[src/rtl/instruction_fetch_if.sv]
// Bundle of fetch-unit signals: the instruction-memory request/response path and
// the decode-side instruction handshake, plus the redirect input from execute.
interface instruction_fetch_if;
    logic        imem_req_valid;
    logic        imem_req_ready;
    logic [31:0] imem_req_addr;
    logic        imem_rsp_valid;
    logic [31:0] imem_rsp_data;
    logic        redirect;
    logic [31:0] redirect_pc;
    logic        instr_valid;
    logic        instr_ready;
    logic [31:0] instr;
    logic [31:0] instr_pc;

    modport master (
        output imem_req_valid, imem_req_addr, instr_valid, instr, instr_pc,
        input  imem_req_ready, imem_rsp_valid, imem_rsp_data, redirect, redirect_pc, instr_ready
    );

    modport slave (
        input  imem_req_valid, imem_req_addr, instr_valid, instr, instr_pc,
        output imem_req_ready, imem_rsp_valid, imem_rsp_data, redirect, redirect_pc, instr_ready
    );
endinterface

[src/rtl/instruction_fetch.sv]
// RV32I instruction fetch: credit-limited PC request stream, in-order response
// buffer toward decode, and redirect handling that discards stale in-flight words.
module instruction_fetch #(
    parameter logic [31:0] RESET_PC = 32'h0000_0000,
    parameter int          DEPTH    = 2
) (
    input  logic clk,
    input  logic rst,
    instruction_fetch_if.master bus
);
    localparam int PW = $clog2(DEPTH);
    localparam int CW = PW + 1;
    localparam logic [CW-1:0] DEPTH_C = CW'(DEPTH);
    localparam logic [31:0] RESET_PC_ALIGNED = RESET_PC & 32'hFFFF_FFFC;

    logic [31:0]   fetch_pc;
    logic [31:0]   rsp_pc;
    logic [CW-1:0] inflight;
    logic [CW-1:0] discard;
    logic [CW-1:0] fifo_count;
    logic [PW-1:0] rd_ptr;
    logic [PW-1:0] wr_ptr;
    logic [31:0]   fifo_pc   [DEPTH];
    logic [31:0]   fifo_word [DEPTH];

    logic          credit_ok;
    logic          req_fire;
    logic          pop;
    logic          push;
    logic [31:0]   redirect_aligned;
    logic [CW-1:0] rsp_dec;

    // Credits cover both outstanding requests and buffered words, so the buffer can never overflow.
    assign credit_ok        = (inflight + fifo_count) < DEPTH_C;
    assign redirect_aligned = bus.redirect_pc & 32'hFFFF_FFFC;
    assign rsp_dec          = CW'(bus.imem_rsp_valid);

    assign bus.imem_req_valid = !rst && !bus.redirect && credit_ok;
    assign bus.imem_req_addr  = fetch_pc;
    assign bus.instr_valid    = !rst && (fifo_count != '0);
    assign bus.instr          = bus.instr_valid ? fifo_word[rd_ptr] : 32'h0;
    assign bus.instr_pc       = bus.instr_valid ? fifo_pc[rd_ptr]   : 32'h0;

    assign req_fire = bus.imem_req_valid && bus.imem_req_ready;
    assign pop      = bus.instr_valid && bus.instr_ready;
    assign push     = bus.imem_rsp_valid && (discard == '0);

    always_ff @(posedge clk) begin
        if (rst) begin
            fetch_pc   <= RESET_PC_ALIGNED;
            rsp_pc     <= RESET_PC_ALIGNED;
            inflight   <= '0;
            discard    <= '0;
            fifo_count <= '0;
            rd_ptr     <= '0;
            wr_ptr     <= '0;
        end else if (bus.redirect) begin
            // inflight already includes words pending discard, so every request
            // still outstanding after this cycle becomes stale.
            fetch_pc   <= redirect_aligned;
            rsp_pc     <= redirect_aligned;
            inflight   <= inflight - rsp_dec;
            discard    <= inflight - rsp_dec;
            fifo_count <= '0;
            rd_ptr     <= '0;
            wr_ptr     <= '0;
        end else begin
            if (req_fire) begin
                fetch_pc <= fetch_pc + 32'd4;
            end
            inflight <= inflight + CW'(req_fire) - rsp_dec;
            if (bus.imem_rsp_valid && (discard != '0)) begin
                discard <= discard - 1'b1;
            end
            if (push) begin
                wr_ptr <= wr_ptr + 1'b1;
                rsp_pc <= rsp_pc + 32'd4;
            end
            if (pop) begin
                rd_ptr <= rd_ptr + 1'b1;
            end
            fifo_count <= fifo_count + CW'(push) - CW'(pop);
        end
    end

    always_ff @(posedge clk) begin
        if (!rst && !bus.redirect && push) begin
            fifo_pc[wr_ptr]   <= rsp_pc;
            fifo_word[wr_ptr] <= bus.imem_rsp_data;
        end
    end
endmodule
[src/flat_wrapper.sv]
// flat-port wrapper written by rule: the top's interface ports become plain ports
module instruction_fetch_flat 
#(
    parameter logic [31:0] RESET_PC = 32'h0000_0000,
    parameter int          DEPTH    = 2
)
  (clk, rst, bus_imem_req_valid, bus_imem_req_addr, bus_instr_valid, bus_instr, bus_instr_pc, bus_imem_req_ready, bus_imem_rsp_valid, bus_imem_rsp_data, bus_redirect, bus_redirect_pc, bus_instr_ready);
  instruction_fetch_if bus_i ();
  input  logic clk;
  input  logic rst;
  output wire logic [$bits(bus_i.imem_req_valid)-1:0] bus_imem_req_valid;
  output wire logic [$bits(bus_i.imem_req_addr)-1:0] bus_imem_req_addr;
  output wire logic [$bits(bus_i.instr_valid)-1:0] bus_instr_valid;
  output wire logic [$bits(bus_i.instr)-1:0] bus_instr;
  output wire logic [$bits(bus_i.instr_pc)-1:0] bus_instr_pc;
  input wire logic [$bits(bus_i.imem_req_ready)-1:0] bus_imem_req_ready;
  input wire logic [$bits(bus_i.imem_rsp_valid)-1:0] bus_imem_rsp_valid;
  input wire logic [$bits(bus_i.imem_rsp_data)-1:0] bus_imem_rsp_data;
  input wire logic [$bits(bus_i.redirect)-1:0] bus_redirect;
  input wire logic [$bits(bus_i.redirect_pc)-1:0] bus_redirect_pc;
  input wire logic [$bits(bus_i.instr_ready)-1:0] bus_instr_ready;
  assign bus_imem_req_valid = bus_i.imem_req_valid;
  assign bus_imem_req_addr = bus_i.imem_req_addr;
  assign bus_instr_valid = bus_i.instr_valid;
  assign bus_instr = bus_i.instr;
  assign bus_instr_pc = bus_i.instr_pc;
  assign bus_i.imem_req_ready = bus_imem_req_ready;
  assign bus_i.imem_rsp_valid = bus_imem_rsp_valid;
  assign bus_i.imem_rsp_data = bus_imem_rsp_data;
  assign bus_i.redirect = bus_redirect;
  assign bus_i.redirect_pc = bus_redirect_pc;
  assign bus_i.instr_ready = bus_instr_ready;
  instruction_fetch #(.RESET_PC(RESET_PC), .DEPTH(DEPTH)) u_core (.clk(clk), .rst(rst), .bus(bus_i));
endmodule
[config.mk]
export PLATFORM = sky130hd
export DESIGN_NAME = instruction_fetch_flat
export DESIGN_NICKNAME = d
export VERILOG_FILES = /design/src/rtl/instruction_fetch_if.sv /design/src/rtl/instruction_fetch.sv /design/src/flat_wrapper.sv
export SDC_FILE = /design/constraint.sdc
export NUM_CORES = 1
export LEC_CHECK = 0
export CAP_MARGIN = 20
export CORE_ASPECT_RATIO = 0.75
export CORE_UTILIZATION = 30
export CTS_CLUSTER_SIZE = 10
export DETAILED_ROUTE_END_ITERATION = 7
export DONT_BUFFER_PORTS = 1
export RECOVER_POWER = 50
export SLEW_MARGIN = 10
export SYNTH_ARGS = -nofsm -noshare
export SYNTH_HDL_FRONTEND = slang
export SYNTH_SLANG_ARGS = --single-unit
[constraint.sdc]
create_clock -name clk -period 7.8 [get_ports clk]
set_input_delay 1.17 -clock clk [delete_from_list [all_inputs] [get_ports clk]]
set_output_delay 1.17 -clock clk [all_outputs]
set_load 0.05 [all_outputs]
==> impl_results.html <==
<table>
<tr><th>Metric</th><th>Value</th></tr>
<tr><th colspan="2">Synthesis</th></tr>
<tr><td>Instance count of the mapped netlist</td><td>690</td></tr>
<tr><td>Most area-consuming cells after synthesis</td><td>sky130_fd_sc_hd__edfxtp_1 44%, sky130_fd_sc_hd__dfxtp_1 16%, sky130_fd_sc_hd__mux2i_1 7.9%</td></tr>
<tr><td>Cell taking the most area after synthesis</td><td>sky130_fd_sc_hd__edfxtp_1</td></tr>
<tr><td>Average instance area after synthesis</td><td>12.2 sq um</td></tr>
<tr><td>Synth async-reset ratio</td><td>0%</td></tr>
<tr><td>Share of Yosys cell area claimed by the top area cell type</td><td>between 40 and 50%</td></tr>
<tr><td>Yosys reg bits</td><td>approximately 190</td></tr>
<tr><td>Library cells used by synthesis</td><td>44</td></tr>
<tr><td>Commonest cells post-synth</td><td>124 x sky130_fd_sc_hd__edfxtp_1, 83 x sky130_fd_sc_hd__nor2_1, 69 x sky130_fd_sc_hd__dfxtp_1, 66 x sky130_fd_sc_hd__mux2i_1, 44 x sky130_fd_sc_hd__xnor2_1</td></tr>
<tr><td>Most common cell in the netlist</td><td>sky130_fd_sc_hd__edfxtp_1</td></tr>
<tr><td>Most used flip-flop cell after synthesis</td><td>sky130_fd_sc_hd__edfxtp_1</td></tr>
<tr><td>EDFF count, synth</td><td>around 120</td></tr>
<tr><td>Warning count from the yosys run</td><td>0</td></tr>
<tr><td>Seq/Total Area, Yosys</td><td>between 60% and 70%</td></tr>
<tr><td>Cell area after technology mapping</td><td>0.00842 sq mm</td></tr>
<tr><th colspan="2">Clock tree</th></tr>
<tr><td>Library cell used as clock root buffer</td><td>sky130_fd_sc_hd__clkbuf_16</td></tr>
<tr><td>Clk slew on worst S/H paths</td><td>around 70 ps</td></tr>
<tr><td>Clock tree from TritonCTS</td><td>built</td></tr>
<tr><td>Clock sink total</td><td>between 150 and 200</td></tr>
<tr><td>Number of setup buffers added after CTS</td><td>0</td></tr>
<tr><td>H-tree depth</td><td>4</td></tr>
<tr><td>Number of buffers created by CTS</td><td>17</td></tr>
<tr><td>Largest buffer count on any clock path</td><td>2</td></tr>
<tr><td>Clk Latency, worst-skew pair</td><td>between 400 and 500 ps</td></tr>
<tr><td>Number of hold-repair buffers added at the cts stage</td><td>0</td></tr>
<tr><td>Post_cts resized</td><td>0</td></tr>
<tr><th colspan="2">Timing</th></tr>
<tr><td>Part of the cycle the worst path needs</td><td>between 50 and 60%</td></tr>
<tr><td>Number of slew-limit violations in the final report</td><td>just over 90</td></tr>
<tr><td>Hold violation count in the final report</td><td>0</td></tr>
<tr><td>RSZ-0062 raised after global routing</td><td>no</td></tr>
<tr><td>Slew of the pin with the lowest slew margin</td><td>roughly 3400 ps</td></tr>
<tr><td>Layout Skew</td><td>9.26 ps</td></tr>
<tr><td>Final setup violating endpoints</td><td>0</td></tr>
<tr><td>Maximum frequency from static timing analysis</td><td>224 MHz</td></tr>
<tr><td>Worst max-slew margin expressed relative to the limit</td><td>-124%</td></tr>
<tr><td>Shortest clock period the worst path allows after layout</td><td>between 4000 and 5000 ps</td></tr>
<tr><td>Setup Total Neg Slack</td><td>0 ps</td></tr>
<tr><td>Hold slack final</td><td>between 400 and 500 ps</td></tr>
<tr><th colspan="2">Critical path</th></tr>
<tr><td>Critical Path Start Type</td><td>primary input</td></tr>
<tr><td>Peak per-stage delay on the critical path</td><td>2370 ps</td></tr>
<tr><td>WP data required</td><td>8130 ps</td></tr>
<tr><td>Buf/Inv on CP</td><td>2</td></tr>
<tr><td>Critical path type</td><td>in2reg</td></tr>
<tr><td>Critical path, cell by cell</td><td>inv_1 &gt; clkbuf_1 &gt; o21ai_0 &gt; a221oi_1</td></tr>
<tr><td>Category of cells accounting for the largest share of critical-path delay</td><td>buffers and inverters</td></tr>
<tr><td>Crit path DAT</td><td>4800 ps</td></tr>
<tr><td>Crit path capture type</td><td>flop</td></tr>
<tr><td>Critical-path cell with the highest stage delay</td><td>sky130_fd_sc_hd__clkbuf_1</td></tr>
<tr><td>Maximum fanout along the worst path</td><td>91</td></tr>
<tr><th colspan="2">GRT</th></tr>
<tr><td>Busiest grt layer</td><td>met1</td></tr>
<tr><td>First-pass GRT wire length</td><td>around 29000 um</td></tr>
<tr><td>Antenna violations before repair</td><td>0</td></tr>
<tr><td>Via count of the first global-routing pass</td><td>between 4k and 5k</td></tr>
<tr><td>Global-route met1 utilization</td><td>between 20% and 30%</td></tr>
<tr><td>Total grt overflow</td><td>0</td></tr>
<tr><td>GRT met2 Usage</td><td>between 15 and 20%</td></tr>
<tr><td>Pin count of the biggest net entering global routing</td><td>~90</td></tr>
<tr><td>Global-route usage over all layers</td><td>13.6%</td></tr>
<tr><td>Met3 GRT Util</td><td>between 5 and 6%</td></tr>
<tr><th colspan="2">Die</th></tr>
<tr><td>Num rows</td><td>between 50 and 60</td></tr>
<tr><td>Die Span Y</td><td>roughly 150 um</td></tr>
<tr><td>Effective utilization at floorplan</td><td>30.9%</td></tr>
<tr><td>Number of top-level design ports</td><td>between 150 and 200</td></tr>
<tr><td>Floorplan core area</td><td>roughly 0.027 sq mm</td></tr>
<tr><td>Horizontal die dimension</td><td>just under 200 um</td></tr>
<tr><td>Floorplan die area</td><td>approximately 0.029 sq mm</td></tr>
<tr><th colspan="2">Power and ir drop</th></tr>
<tr><td>Net Sw Frac</td><td>between 20% and 30%</td></tr>
<tr><td>Cell-internal power</td><td>about 1.6 mW</td></tr>
<tr><td>Power Dens Cells</td><td>between 200 and 250 mW/mm^2</td></tr>
<tr><td>Sw power</td><td>about 0.6 mW</td></tr>
<tr><td>Highest ir drop seen on vdd</td><td>0.000164 V</td></tr>
<tr><td>Leakage dissipation</td><td>between 2 and 3 nW</td></tr>
<tr><td>Part of the total power dissipated in the clock network</td><td>between 30% and 40%</td></tr>
<tr><td>Combinational power share</td><td>~7.5%</td></tr>
<tr><td>Relative contribution of sequential cells to total power</td><td>54.3%</td></tr>
<tr><th colspan="2">Cells and area</th></tr>
<tr><td>Final instance count without filler cells</td><td>1043</td></tr>
<tr><td>Synthesis-to-layout area growth</td><td>11.0%</td></tr>
<tr><td>Final Net Count</td><td>756</td></tr>
<tr><td>ANT cells</td><td>0</td></tr>
<tr><td>Core utilization of the finished layout</td><td>around 34%</td></tr>
<tr><td>Proportion of layout cells with a drive suffix above 1</td><td>under 10%</td></tr>
<tr><th colspan="2">Place</th></tr>
<tr><td>HPWL Detailed</td><td>~13000 um</td></tr>
<tr><td>Placer congestion estimate</td><td>just over 0.7</td></tr>
<tr><td>Placed Instances</td><td>between 1k and 1.5k</td></tr>
<tr><td>Count of port buffers added during placement</td><td>0</td></tr>
<tr><th colspan="2">Drt</th></tr>
<tr><td>DRT antenna net count</td><td>0</td></tr>
<tr><td>Wire length per cell</td><td>18.6 um</td></tr>
<tr><td>DR vias/cell</td><td>about 4.8</td></tr>
<tr><td>Post-route DRC</td><td>0</td></tr>
<tr><td>First-pass iteration count of the detailed router</td><td>4</td></tr>
<tr><td>Total wire length</td><td>19400 um</td></tr>
<tr><td>Count of vias placed by the detailed router</td><td>5000</td></tr>
<tr><td>Initial DRC count</td><td>247</td></tr>
<tr><th colspan="2">Hold path</th></tr>
<tr><td>Hold crit path type</td><td>reg2reg</td></tr>
<tr><th colspan="2">Run status</th></tr>
<tr><td>Violations in the final reports</td><td>max-capacitance violations, max-slew violations</td></tr>
<tr><td>Outcome</td><td>finished with violations</td></tr>
<tr><th colspan="2">Run</th></tr>
<tr><td>Max-capacitance violation count</td><td>1</td></tr>
</table>
## cell families after synthesis
kind of cell | count (synthesis) | synth area share [%]
flops | 193 | 60.7
buf+inv | 62 | 2.97
fa+ha+maj | 7 | 1.04
simple gates | 199 | 12.3
mux | 66 | 7.85
other cells | 1 | 0.0446
xor+xnor | 64 | 6.66
compound gates | 98 | 8.49
## power by group through the flow
stage | clock network (mW) | registers, mW | logic, mW
2_1_floorplan | 0 | 1.22 | 0.142
3_3_place_gp | 0 | 1.23 | 0.167
3_5_place_dp | 0 | 1.23 | 0.169
4_1_cts | 0.878 | 1.21 | 0.170
5_1_grt | 0.931 | 1.22 | 0.185
6_report | 0.851 | 1.21 | 0.167
## final cells by class
type	count	area, sq um
Clock inverter	14	144
Sequential cell	193	5110
Fill cell	2695	17900
Clock buffer	18	429
Timing Repair Buffer	6	41.3
Tap cell	351	439
Inverter	23	86.3
Multi-Input combinational cell	438	3100
## metrics by stage
step / cell area, sq um / setup WS, ps / total power, mW
2_1_floorplan: 8430 / 1410 / 1.36
3_3_place_gp: 8780 / 3450 / 1.40
3_5_place_dp: 8780 / 3390 / 1.40
4_1_cts: 9350 / 3390 / 2.26
5_1_grt: 9350 / 2580 / 2.33
6_report: 9350 / 3330 / 2.23
## routing by layer
metal	vias to the layer above	wire, um
met5	-	0
li1	2464	-
met3	4	1980
met1	2355	9760
met2	177	7630
met4	0	48
## flip-flops by register name (all words and copies together), names as in the netlist, named ones only
register	count
u_core.bus.imem_req_addr	30
u_core.discard	2
u_core.fifo_count	2
u_core.fifo_pc	60
u_core.fifo_word	64
u_core.inflight	2
u_core.rd_ptr	1
u_core.rsp_pc	30
u_core.wr_ptr	1
## cells in the final DEF, fill, tap and decap left out, types with 5 or more instances in the layout
cell type	count
sky130_fd_sc_hd__buf_4	5
sky130_fd_sc_hd__nor4_1	18
sky130_fd_sc_hd__o21ai_0	5
sky130_fd_sc_hd__and3_1	5
sky130_fd_sc_hd__clkbuf_16	17
sky130_fd_sc_hd__dfxtp_1	68
sky130_fd_sc_hd__ha_1	7
sky130_fd_sc_hd__a211oi_1	5
sky130_fd_sc_hd__nor2_1	83
sky130_fd_sc_hd__nand2_1	20
sky130_fd_sc_hd__xnor2_1	44
sky130_fd_sc_hd__nand3_1	15
sky130_fd_sc_hd__nor3_1	14
sky130_fd_sc_hd__edfxtp_1	124
sky130_fd_sc_hd__a21boi_0	48
sky130_fd_sc_hd__xor2_1	20
sky130_fd_sc_hd__nand4_1	16
sky130_fd_sc_hd__inv_6	6
sky130_fd_sc_hd__o21a_1	26
sky130_fd_sc_hd__inv_1	23
sky130_fd_sc_hd__mux2i_1	65
sky130_fd_sc_hd__and4_1	6
## worst register-to-register path: stages (launching register included)
cell	delay, ps
sky130_fd_sc_hd__dfxtp_1	730
sky130_fd_sc_hd__ha_1	290
sky130_fd_sc_hd__nand3_1	370
sky130_fd_sc_hd__or4_1	720
sky130_fd_sc_hd__nor4_1	300
sky130_fd_sc_hd__xnor2_1	160
sky130_fd_sc_hd__a21boi_0	100
## path summary, 6_finish.rpt
kind / cells after the start / slack [ps] / to / from
setup / recovery: 4 / 3330 / u_core.bus.imem_req_addr[30] / bus_redirect
hold / removal: 0 / 500 / u_core.fifo_pc[1][31] / u_core.rsp_pc[31]
setup reg to reg: 6 / 4830 / u_core.bus.imem_req_addr[26] / u_core.bus.imem_req_addr[2]
hold reg to reg: 0 / 500 / u_core.fifo_pc[1][31] / u_core.rsp_pc[31]
Note: power is estimated with default switching activity, not from simulation.
